**config.mk**
```make
export PLATFORM = sky130hd
export DESIGN_NAME = fc_psum_collector
export DESIGN_NICKNAME = d
export VERILOG_FILES = /design/src/rtl/fc_psum_collector.sv
export SDC_FILE = /design/constraint.sdc
export NUM_CORES = 1
export LEC_CHECK = 0
export CAP_MARGIN = 20
export CORE_UTILIZATION = 55
export DETAILED_ROUTE_END_ITERATION = 10
export PLACE_DENSITY = 0.77
export SYNTH_ARGS = -nofsm -noshare
export SYNTH_HDL_FRONTEND = slang
export SYNTH_SLANG_ARGS = --single-unit
```
**constraint.sdc**
```tcl
create_clock -name clk -period 3.6 [get_ports clk]
set_clock_uncertainty 0.2 [all_clocks]
set_input_delay 0.54 -clock clk [delete_from_list [all_inputs] [get_ports clk]]
set_output_delay 0.54 -clock clk [all_outputs]
set_load 0.02 [all_outputs]
```
**src/rtl/fc_psum_collector.sv**
```systemverilog
// Deskews the bottom-row psums of a systolic PE array, accumulates cfg_tiles
// aligned vectors per output row and queues each row result in a 2-entry FIFO.
module fc_psum_collector #(
   parameter int LANES = 4,
   parameter int PW    = 8,
   parameter int AW    = 16,
   parameter int TW    = 4
) (
   input  logic                clk,
   input  logic                rst_n,
   input  logic                start,
   input  logic [TW-1:0]       cfg_tiles,
   input  logic [TW-1:0]       cfg_rows,
   input  logic [LANES*PW-1:0] psum_i,
   input  logic                psum_vld_i,
   output logic [LANES*AW-1:0] out_data_o,
   output logic                out_valid_o,
   input  logic                out_ready_i,
   output logic                busy_o,
   output logic                ovf_o
);

   // Output handshake: a result transfers on a rising edge where out_valid_o and
   // out_ready_i are both high; out_valid_o and out_data_o hold until that edge.

   typedef enum logic {IDLE = 1'b0, RUN = 1'b1} state_t;

   localparam logic [TW-1:0] ONE = TW'(1);

   logic [PW-1:0]    al_lane [LANES];
   logic [LANES-2:0] vld_sr_q, vld_sr_d;
   logic             al_vld;

   // Lane k arrives k cycles after lane 0, so it needs LANES-1-k stages to line up.
   for (genvar k = 0; k < LANES; k++) begin : g_lane
      if (k == LANES-1) begin : g_direct
         assign al_lane[k] = psum_i[k*PW +: PW];
      end else begin : g_dly
         localparam int D = LANES-1-k;
         logic [PW-1:0] sr_q [D];
         logic [PW-1:0] sr_d [D];
         always_comb begin
            sr_d[0] = psum_i[k*PW +: PW];
            for (int s = 1; s < D; s++) sr_d[s] = sr_q[s-1];
         end
         always_ff @(posedge clk) begin
            if (!rst_n) begin
               for (int s = 0; s < D; s++) sr_q[s] <= '0;
            end else begin
               sr_q <= sr_d;
            end
         end
         assign al_lane[k] = sr_q[D-1];
      end
   end

   always_comb begin
      vld_sr_d[0] = psum_vld_i;
      for (int s = 1; s < LANES-1; s++) vld_sr_d[s] = vld_sr_q[s-1];
   end
   assign al_vld = vld_sr_q[LANES-2];

   state_t              state_q, state_d;
   logic [TW-1:0]       tiles_q, tiles_d, rows_q, rows_d;
   logic [TW-1:0]       tile_cnt_q, tile_cnt_d, row_cnt_q, row_cnt_d;
   logic [AW-1:0]       acc_q [LANES];
   logic [AW-1:0]       acc_d [LANES];
   logic [AW:0]         wide [LANES];
   logic [AW-1:0]       sum [LANES];
   logic [LANES*AW-1:0] push_data;
   logic                push, pop, full, drop, accept;
   logic                ovf_q, ovf_d;

   logic [LANES*AW-1:0] mem_q [2];
   logic [LANES*AW-1:0] mem_d [2];
   logic                wr_ptr_q, wr_ptr_d, rd_ptr_q, rd_ptr_d;
   logic [1:0]          cnt_q, cnt_d;

   always_comb begin
      push_data = '0;
      for (int i = 0; i < LANES; i++) begin
         wide[i] = {1'b0, acc_q[i]} + (AW+1)'(al_lane[i]);
         sum[i]  = wide[i][AW] ? {AW{1'b1}} : wide[i][AW-1:0];
         push_data[i*AW +: AW] = sum[i];
      end
   end

   assign out_valid_o = (cnt_q != 2'd0);
   assign out_data_o  = mem_q[rd_ptr_q];
   assign pop         = out_valid_o && out_ready_i;
   assign full        = (cnt_q == 2'd2);
   assign drop        = push && full && !pop;
   assign accept      = push && !drop;
   assign busy_o      = (state_q == RUN);
   assign ovf_o       = ovf_q;

   always_comb begin
      state_d    = state_q;
      tiles_d    = tiles_q;
      rows_d     = rows_q;
      tile_cnt_d = tile_cnt_q;
      row_cnt_d  = row_cnt_q;
      acc_d      = acc_q;
      ovf_d      = ovf_q;
      push       = 1'b0;
      case (state_q)
         IDLE: begin
            if (start) begin
               state_d    = RUN;
               tiles_d    = (cfg_tiles == '0) ? ONE : cfg_tiles;
               rows_d     = (cfg_rows == '0) ? ONE : cfg_rows;
               tile_cnt_d = '0;
               row_cnt_d  = '0;
               ovf_d      = 1'b0;
               for (int i = 0; i < LANES; i++) acc_d[i] = '0;
            end
         end
         RUN: begin
            if (al_vld) begin
               if (tile_cnt_q == tiles_q - ONE) begin
                  push       = 1'b1;
                  tile_cnt_d = '0;
                  row_cnt_d  = row_cnt_q + ONE;
                  for (int i = 0; i < LANES; i++) acc_d[i] = '0;
                  if (row_cnt_q == rows_q - ONE) state_d = IDLE;
               end else begin
                  tile_cnt_d = tile_cnt_q + ONE;
                  acc_d      = sum;
               end
            end
         end
         default: state_d = IDLE;
      endcase
      if (drop) ovf_d = 1'b1;
   end

   // A push into a full FIFO with a same-edge pop overwrites the slot being popped.
   always_comb begin
      mem_d    = mem_q;
      wr_ptr_d = wr_ptr_q;
      rd_ptr_d = rd_ptr_q;
      cnt_d    = cnt_q;
      if (accept) begin
         mem_d[wr_ptr_q] = push_data;
         wr_ptr_d        = ~wr_ptr_q;
      end
      if (pop) rd_ptr_d = ~rd_ptr_q;
      case ({accept, pop})
         2'b10:   cnt_d = cnt_q + 2'd1;
         2'b01:   cnt_d = cnt_q - 2'd1;
         default: cnt_d = cnt_q;
      endcase
   end

   always_ff @(posedge clk) begin
      if (!rst_n) begin
         vld_sr_q   <= '0;
         state_q    <= IDLE;
         tiles_q    <= ONE;
         rows_q     <= ONE;
         tile_cnt_q <= '0;
         row_cnt_q  <= '0;
         ovf_q      <= 1'b0;
         wr_ptr_q   <= 1'b0;
         rd_ptr_q   <= 1'b0;
         cnt_q      <= 2'd0;
         for (int i = 0; i < LANES; i++) acc_q[i] <= '0;
         for (int e = 0; e < 2; e++) mem_q[e] <= '0;
      end else begin
         vld_sr_q   <= vld_sr_d;
         state_q    <= state_d;
         tiles_q    <= tiles_d;
         rows_q     <= rows_d;
         tile_cnt_q <= tile_cnt_d;
         row_cnt_q  <= row_cnt_d;
         ovf_q      <= ovf_d;
         wr_ptr_q   <= wr_ptr_d;
         rd_ptr_q   <= rd_ptr_d;
         cnt_q      <= cnt_d;
         acc_q      <= acc_d;
         mem_q      <= mem_d;
      end
   end

endmodule

```
==> out/results.txt, run 1 <==
The flow ran to the end, and the final reports show no timing, DRC or antenna violations. The number of levels the H-tree was split into is 1, and the number of buffers inserted by port buffering is 111. The tools report the worst-case headroom to the max-slew limit as 34.9%. Counting along the longest clock path gives a buffer depth of 3. Once the floorplan was initialized, standard cells occupied 56.7% of the core.

Summed over all nets, the switching power comes to 1.40 mW. Synthesis produced 1339 cells. Buffers inserted during clock tree synthesis total 27.

After detailed routing, the total wire length is 28400 microns. The worst path uses 88.2% of the clock period. For the worst flop-to-flop path, the logic depth is 8. The tools report the relative contribution of sequential cells to total power as 48.6%.

Share of the synthesized area in the top cell type: 44.1%. The logs give 0 for the initial antenna violation count and 5.6% for the fraction of power consumed by combinational cells. The count of final max-slew check failures was 0; the cell count of the worst hold path was 1. The first global-routing pass estimated 46600 microns of wire.

Entering global routing, the biggest net connects 90 pins. Synthesis produced a netlist with a net count of 1425. The worst setup path is captured at a primary output. The overall fraction of global-route tracks in use is 25.4%.

The detailed router placed 10057 vias in this run. 112 I/O pins were placed. The overall die width was 150 microns.

The buffers plus inverters on the worst setup path was 2. By area the synthesized netlist is led by dfxtp_1 44%, mux2_2 6.3%, nand2_1 4.5%, o21ai_0 4.0%, ha_1 3.9%. The height of the chip came out at 150 microns. The root buffer cell chosen for the clock tree is clkbuf_16. The floorplan step defined a die boundary enclosing 22500 sq um. In this design, the stage delay of the slowest critical-path cell is 660 ps. Time the worst path needs with I/O delays and setup: 3180 ps. Worst hold path startpoint: g_lane[0].g_dly.sr_d[14].

The total count of hold-check failures in the final report is 0. The standard cell with the maximum stage delay on the critical path was dfxtp_2. The internal portion of the total power is 4.77 mW. A synthesized cell averages 8.98 sq um.

In this run the static leakage power is 5.49 nW. Once placement completed, the tool counted placed cells totaling 1662. The logs give 69 for the count of cell types in the netlist and 1712 for the post-layout instance count excluding filler cells. The first detailed-routing pass ran for 6 iterations. The maximum fanout count along the critical path was 16; the total setup violations reported at the end of the flow was 0. Yosys mapped a number of flops with a built-in enable equal to 0. The setup fix buffers added after clock tree synthesis is 0. The highest clock rate came out at 0.315 GHz. Arrival time of data at the critical path endpoint: 2440 ps. Worst hold path endpoint: g_lane[0].g_dly.sr_d[6]. Start-to-end type of the worst setup path: reg -> out.

TritonCTS built the clock tree. Dividing the detail-routed via count by the number of cells gives 5.87. The floorplan has 53 rows. The growth of design area from synthesis to finish was 19.1%; the DRC violations left was 0.

The via count of the first global-routing pass is 9517. In this run the remaining antenna-violating nets after routing total 0. The tools report the post-DP HPWL as 18500 microns. Most common flop cell mapped by yosys: dfxtp_1.

The number of synthesized register bits was 265; the cell area after synthesis was 12000 sq um. Across the VDD grid, the largest voltage drop is 290 uV. The power per cell area works out to 431 nW/um^2. For the DRC violation total after the first TritonRoute iteration, the log shows 698. The number of nets in the layout is 1503, and the clock-pin slew reported for the worst setup and hold paths after clock tree synthesis is 70 ps.

The run gives 44.1% as the share of the yosys chip area belonging to registers. In this run, the clock network consumes 45.8% of the power. The tools report the reg-to-reg critical path startpoint as al_lane[24].

For the pin with the worst max-slew slack, the measured transition is 976 ps. Clock tree synthesis found a total of 265 sinks. The tightest min-delay check is of the reg -> reg type. In this run switching power makes up 22.6% of total power. The core region is 21200 sq um. The proportion of register bits with asynchronous set or reset after synthesis was 0%. The number of buffers inserted by hold repair at cts came out at 0. The tools report the endpoint of the most critical register-to-register path as mem_q[7].

The routed length per placed instance works out to 16.6 microns. After clock tree synthesis, the repair step resized 0 gates. The critical path goes through buf_4 -> mux2_2 -> clkdlybuf4s50_1. The clock latency on the worst-skew pair was 530 ps; the number of antenna repair diodes was 0. The setup TNS is 0 ps.

The run gives 2860 ps as the critical path data required time. Setup repair after global routing left no endpoint under its margin. The kind of cell with the highest combined delay along the critical path is buffers and inverters.

The reg-to-reg setup timing slack is 490 ps. Yosys printed 0 warnings. Fraction of final layout cells sized beyond drive strength 1: 11.8%.

The cell type with the largest total area after synthesis is dfxtp_1. The critical path launch point type is a flip-flop. The tools report the final weighted congestion in routability-driven placement as 0.889.

The tool flagged a number of max-cap violations equal to 0. For this run the aggregate overflow at the end of global routing stands at 0.
layout by cell type, fill, tap and decap left out, drive strengths merged, types with 11 or more instances in the layout:
cell type	instances
a211oi	39
mux2i	15
inv	24
and3	17
mux2	67
dfxtp	265
xor2	13
a21oi	78
clkdlybuf4s50	110
xnor2	27
nor2	103
and2	59
nand2	143
clkbuf	34
a22o	12
buf	28
a21o	18
o21ai	137
nor3	27
nand4	11
ha	37
nand3	31
worst max-delay path by stage:
stage / from / endpoint / slack, ps / cells past startpoint
6_report: rd_ptr_q / out_data_o[43] / 420 / 3
5_1_grt: acc_q[48] / mem_q[7] / 330 / 8
4_1_cts: rd_ptr_q / out_data_o[43] / 410 / 3
3_5_place_dp: psum_i[24] / mem_q[121] / 170 / 9
3_3_place_gp: psum_i[24] / acc_q[7] / 200 / 9
2_1_floorplan: psum_i[24] / acc_q[7] / 600 / 8
layout make-up:
class | count | area [sq um]
multi-input cells | 963 | 6290
well taps | 275 | 344
clock inverters | 15 | 151
repair buffers | 138 | 1380
inverters | 22 | 82.6
flip-flops and latches | 265 | 5310
clock buffers | 34 | 762
fillers | 1708 | 6910
routing by layer:
layer / GRT usage (%) / vias up / share of wire (%)
met3: 3.26 / 56 / 5.8
met1: 33.9 / 4748 / 45
met2: 42.5 / 309 / 46
met5: 0 / - / 0
li1: - / 4944 / -
met4: 8.13 / 0 / 2.8
per-stage QoR:
stage          hold slack (ps)  utilization, %  area, sq um  power (mW)  worst slack, ps
5_1_grt                    242            67.5        14300        6.39              330
3_3_place_gp               213            63.0        13400        3.39              200
2_1_floorplan              212               -        12000        3.27              599
6_report                   229            67.5        14300        6.17              423
3_5_place_dp               219            63.1        13400        3.40              173
4_1_cts                    230            67.4        14300        6.22              410
power by group through the flow:
| stage | combinational [mW] | sequential, mW | clock [mW] |
|---|---|---|---|
| 2_1_floorplan | 0.214 | 3.05 | 0 |
| 3_3_place_gp | 0.335 | 3.06 | 0 |
| 3_5_place_dp | 0.344 | 3.06 | 0 |
| 4_1_cts | 0.347 | 2.99 | 2.88 |
| 5_1_grt | 0.377 | 3.00 | 3.01 |
| 6_report | 0.347 | 2.99 | 2.83 |
sequential cells by signal (all words and copies together) (netlist names):
name and cells:
al_lane 16, rd_ptr_q 1, cnt_q 2, wr_ptr_q 1
tile_cnt_q 4, g_lane.g_dly.sr_q 8, busy_o 1, vld_sr_q 3
rows_q 4, row_cnt_q 4, mem_q 128, acc_q 64
g_lane.g_dly.sr_d 24, ovf_o 1, tiles_q 4
cells in the mapped netlist (18+ instances only):
library cell / n
xnor2_1: 27
mux2_2: 67
nor2_1: 103
ha_1: 37
a21o_1: 18
nand3_1: 31
a21oi_1: 78
buf_2: 18
nor3_1: 25
inv_1: 21
clkbuf_1: 65
a211oi_1: 38
nand2_1: 143
and2_1: 59
o21ai_1: 41
dfxtp_1: 265
o21ai_0: 95
kinds of logic (layout without fill, tap and decap cells):
logic type	after synthesis	count (layout)	synth area share [%]
AOI/OAI and AO/OA	380	380	20.2
muxes	82	82	7.52
buffers and inverters	111	209	3.81
adders and majority gates	41	41	4.52
DFF	265	265	44.1
xor gates and xnor gates	41	41	3.11
and+or+nand+nor	419	419	16.7
worst register-to-register path: cells and delay by family, from the launching register on:
family / cells / cell delay [ps]
fa+ha+maj: 2 / 630
flops: 1 / 310
compound gates: 4 / 1220
simple gates: 2 / 600
Note: power is estimated with default switching activity, not from simulation.
==> inputs of run 2 (changes only) <==
==> constraint.sdc (replaced) <==
create_clock -name clk -period 3.6 [get_ports clk]
set_clock_uncertainty 0.2 [all_clocks]
set_input_delay 0.72 -clock clk [delete_from_list [all_inputs] [get_ports clk]]
set_output_delay 0.72 -clock clk [all_outputs]
set_load 0.02 [all_outputs]
==> out/results.txt, run 2 (synthesized netlist as in run 1, its figures left out) <==
The overall die width is 150 microns (unchanged), and the highest clock rate is 0.302 GHz (was 0.315 GHz). The reg-to-reg setup timing slack came out at 430 ps (was 490 ps). The detail-routed via count per cell was 5.81 (was 5.87). The most common cell after layout, fill and taps aside is dfxtp_1 (unchanged). The type of the worst min-delay path was reg -> reg (unchanged).

The growth of design area from synthesis to finish was 19.1% (about the same). The clock-pin slew reported for the worst setup and hold paths after clock tree synthesis was 60 ps (was 70 ps). The number of buffers inserted by port buffering was 111 (unchanged); the hold slack was 228 ps (was 229 ps). Clock latency on the worst-skew pair: 530 ps (about the same). The endpoint of the most critical register-to-register path is mem_q[93] (was mem_q[7]). The critical path launch point type is a flip-flop (unchanged).

The logs give 22500 sq um (unchanged) for the die footprint and 0 (unchanged) for the initial antenna violation count. The height of the chip works out to 150 microns (unchanged). Critical-path cell list: buf_4 -> mux2_2 -> clkdlybuf4s50_1 (unchanged). Time the worst path needs with I/O delays and setup: 3310 ps (was 3180 ps). The critical path endpoint category was a primary output (unchanged). Arrival time of data at the critical path endpoint: 2390 ps (was 2440 ps). Worst hold path endpoint: al_lane[27] (was g_lane[0].g_dly.sr_d[6]).

The overall fraction of global-route tracks in use is 25.5% (was 25.4%). The run gives 46800 microns (was 46600 microns) as the global-route wire length before repair. The run gives 2680 ps (was 2860 ps) as the critical path data required time. The logs give 0 (unchanged) for the residual antenna-violating net count after detailed routing and 0.873 (was 0.889) for the final weighted congestion in routability-driven placement.

The run gives 9954 (was 10057) as the routed via count. Standard cell with the maximum stage delay on the critical path: clkdlybuf4s50_1 (was dfxtp_2). The placement row count was 53 (unchanged).

The post-placement cell count was 1665 (was 1662). For the wire length reported by the detailed router, the log shows 28300 microns (was 28400 microns). The core region area came out at 21200 sq um (unchanged). The via count of the first global-routing pass is 9630 (was 9517). The starting density of the core is 56.7% (unchanged).

The post-layout instance count excluding filler cells is 1713 (was 1712). The cell count of the worst hold path is 1 (unchanged). The register bank with the most flops was mem_q (unchanged).

The clock buffer count from CTS is 27 (unchanged), and the routed length per placed instance is 16.5 microns (was 16.6 microns). The logs give 0 (unchanged) for the reported max-cap violation count and 0 (unchanged) for the setup fix buffers added after clock tree synthesis. Worst hold path startpoint: g_lane[0].g_dly.sr_d[3] (was g_lane[0].g_dly.sr_d[14]). The run gives 0 (unchanged) as the global route total overflow. Library cell used as clock root buffer: clkbuf_16 (unchanged). The count of final max-slew check failures was 0 (unchanged).

For the fill cell instance count of the final layout, the log shows 1740 (was 1708). Number of nets in the layout: 1506 (was 1503). The number of resized instances in the post-cts repair step was 0 (unchanged). TritonCTS built the clock tree. Number of flip-flops in the largest register: 128 (unchanged). Worst-case reg-to-reg path depth: 8 (unchanged).

The clock sink total came out at 265 (unchanged). The maximum fanout count along the critical path is 16 (unchanged). The actual slew at the worst max-slew pin was 951 ps (was 976 ps); the total count of hold-check failures in the final report was 0 (unchanged). For the fraction of the core area covered by cells at the end of the flow, the log shows 67.5% (about the same). The logs give 0 (unchanged) for the number of antenna repair diodes and 625 (was 698) for the DRC violation total after the first TritonRoute iteration. The start-to-end type of the worst setup path is reg -> out (unchanged).

The final period utilization is 91.8% (was 88.2%), and the largest voltage drop on the vdd net is 256 uV (was 290 uV). The run gives 0 ps (unchanged) as the setup TNS. The reg-to-reg critical path startpoint is tiles_q[0] (was al_lane[24]). Setup repair after global routing left no endpoint under its margin. The post-DP HPWL was 18500 microns (about the same); the DRC violations left was 0 (unchanged). The pin count of the biggest net entering global routing is 80 (was 90), and the fraction of final layout cells sized beyond drive strength 1 is 11.7% (was 11.8%). The biggest cell delay along the critical path is 570 ps (was 660 ps). The logs give 112 (unchanged) for the number of top-level pins and 0 (unchanged) for the number of buffers inserted by hold repair at cts. The total setup violations reported at the end of the flow is 0 (unchanged). Top library cells by usage in the layout, fill and taps aside: 264 x dfxtp_1, 143 x nand2_1, 110 x clkdlybuf4s50_1 (unchanged). The flow ran to the end, and the final reports show no timing, DRC or antenna violations.

The combined area of the multi-input logic cells was 6290 sq um (unchanged). The number of iterations in the first detailed-routing pass is 5 (was 6). The run gives 5.50 nW (was 5.49 nW) as the leakage power summed over all cells.

The logs give 3 (unchanged) for the largest buffer count on any clock path and 5310 sq um (unchanged) for the sequential cell area in the final layout. The power per cell area is 433 nW/um^2 (was 431 nW/um^2), and the worst-case headroom to the max-slew limit is 36.6% (was 34.9%). Number of levels the H-tree was split into: 1 (unchanged).
-- run 2: cell count changes in the layout (fill, tap and decap cells not counted), moves of 2 or more --
cell / change
clkbuf_8: +2
clkinvlp_4: -3
clkbuf_1: +3
clkinv_4: -3
buf_4: +4
inv_6: -2
-- run 2: how the worst max path moves through the flow --
stage / to / from / slack (ps) / depth (start not counted)
2_1_floorplan: acc_q[7] / psum_i[24] / 420 / 8
3_3_place_gp: acc_q[7] / psum_i[24] / 50 / 9
3_5_place_dp: acc_q[7] / psum_i[24] / 50 / 9
4_1_cts: out_data_o[15] / rd_ptr_q / 280 / 3
5_1_grt: out_data_o[15] / rd_ptr_q / 250 / 3
6_report: out_data_o[3] / rd_ptr_q / 290 / 3
-- run 2: area by class of cell --
type                            instances  area share (%)
Multi-Input combinational cell        963            43.9
Sequential cell                       265            37.1
Timing Repair Buffer                  141            9.65
Clock buffer                           39            5.59
Tap cell                              275            2.40
Clock inverter                          8           0.804
Inverter                               22           0.577
-- run 2: critical path, delay by kind of cell, from the launching register on --
family	cells	cell delay (ps)
flip-flops	1	550
buffers and inverters	2	920
multiplexers	1	370
-- run 2: per-layer routing --
layer	global-route usage [%]	part of all wire, %	routed length, microns	vias to the layer above
met5	0	0	0	-
met3	3.23	4.2	1190	50
li1	-	-	-	4944
met1	34.2	46	13100	4748
met4	7.07	2.3	650	0
met2	43.0	47	13300	212
-- run 2: where the power goes --
group / internal [mW] / switching, mW / leakage [nW]
sequential: 2.97 / 0.0229 / 2.15
clock: 1.74 / 1.12 / 0.457
combinational: 0.147 / 0.199 / 2.90
-- run 2: through the flow --
stage | setup slack, ps | total power, mW | cell area (sq um)
6_report | 294 | 6.20 | 14300
5_1_grt | 250 | 6.40 | 14300
4_1_cts | 281 | 6.24 | 14300
3_5_place_dp | 45.9 | 3.40 | 13400
3_3_place_gp | 50.6 | 3.40 | 13400
2_1_floorplan | 419 | 3.27 | 12000
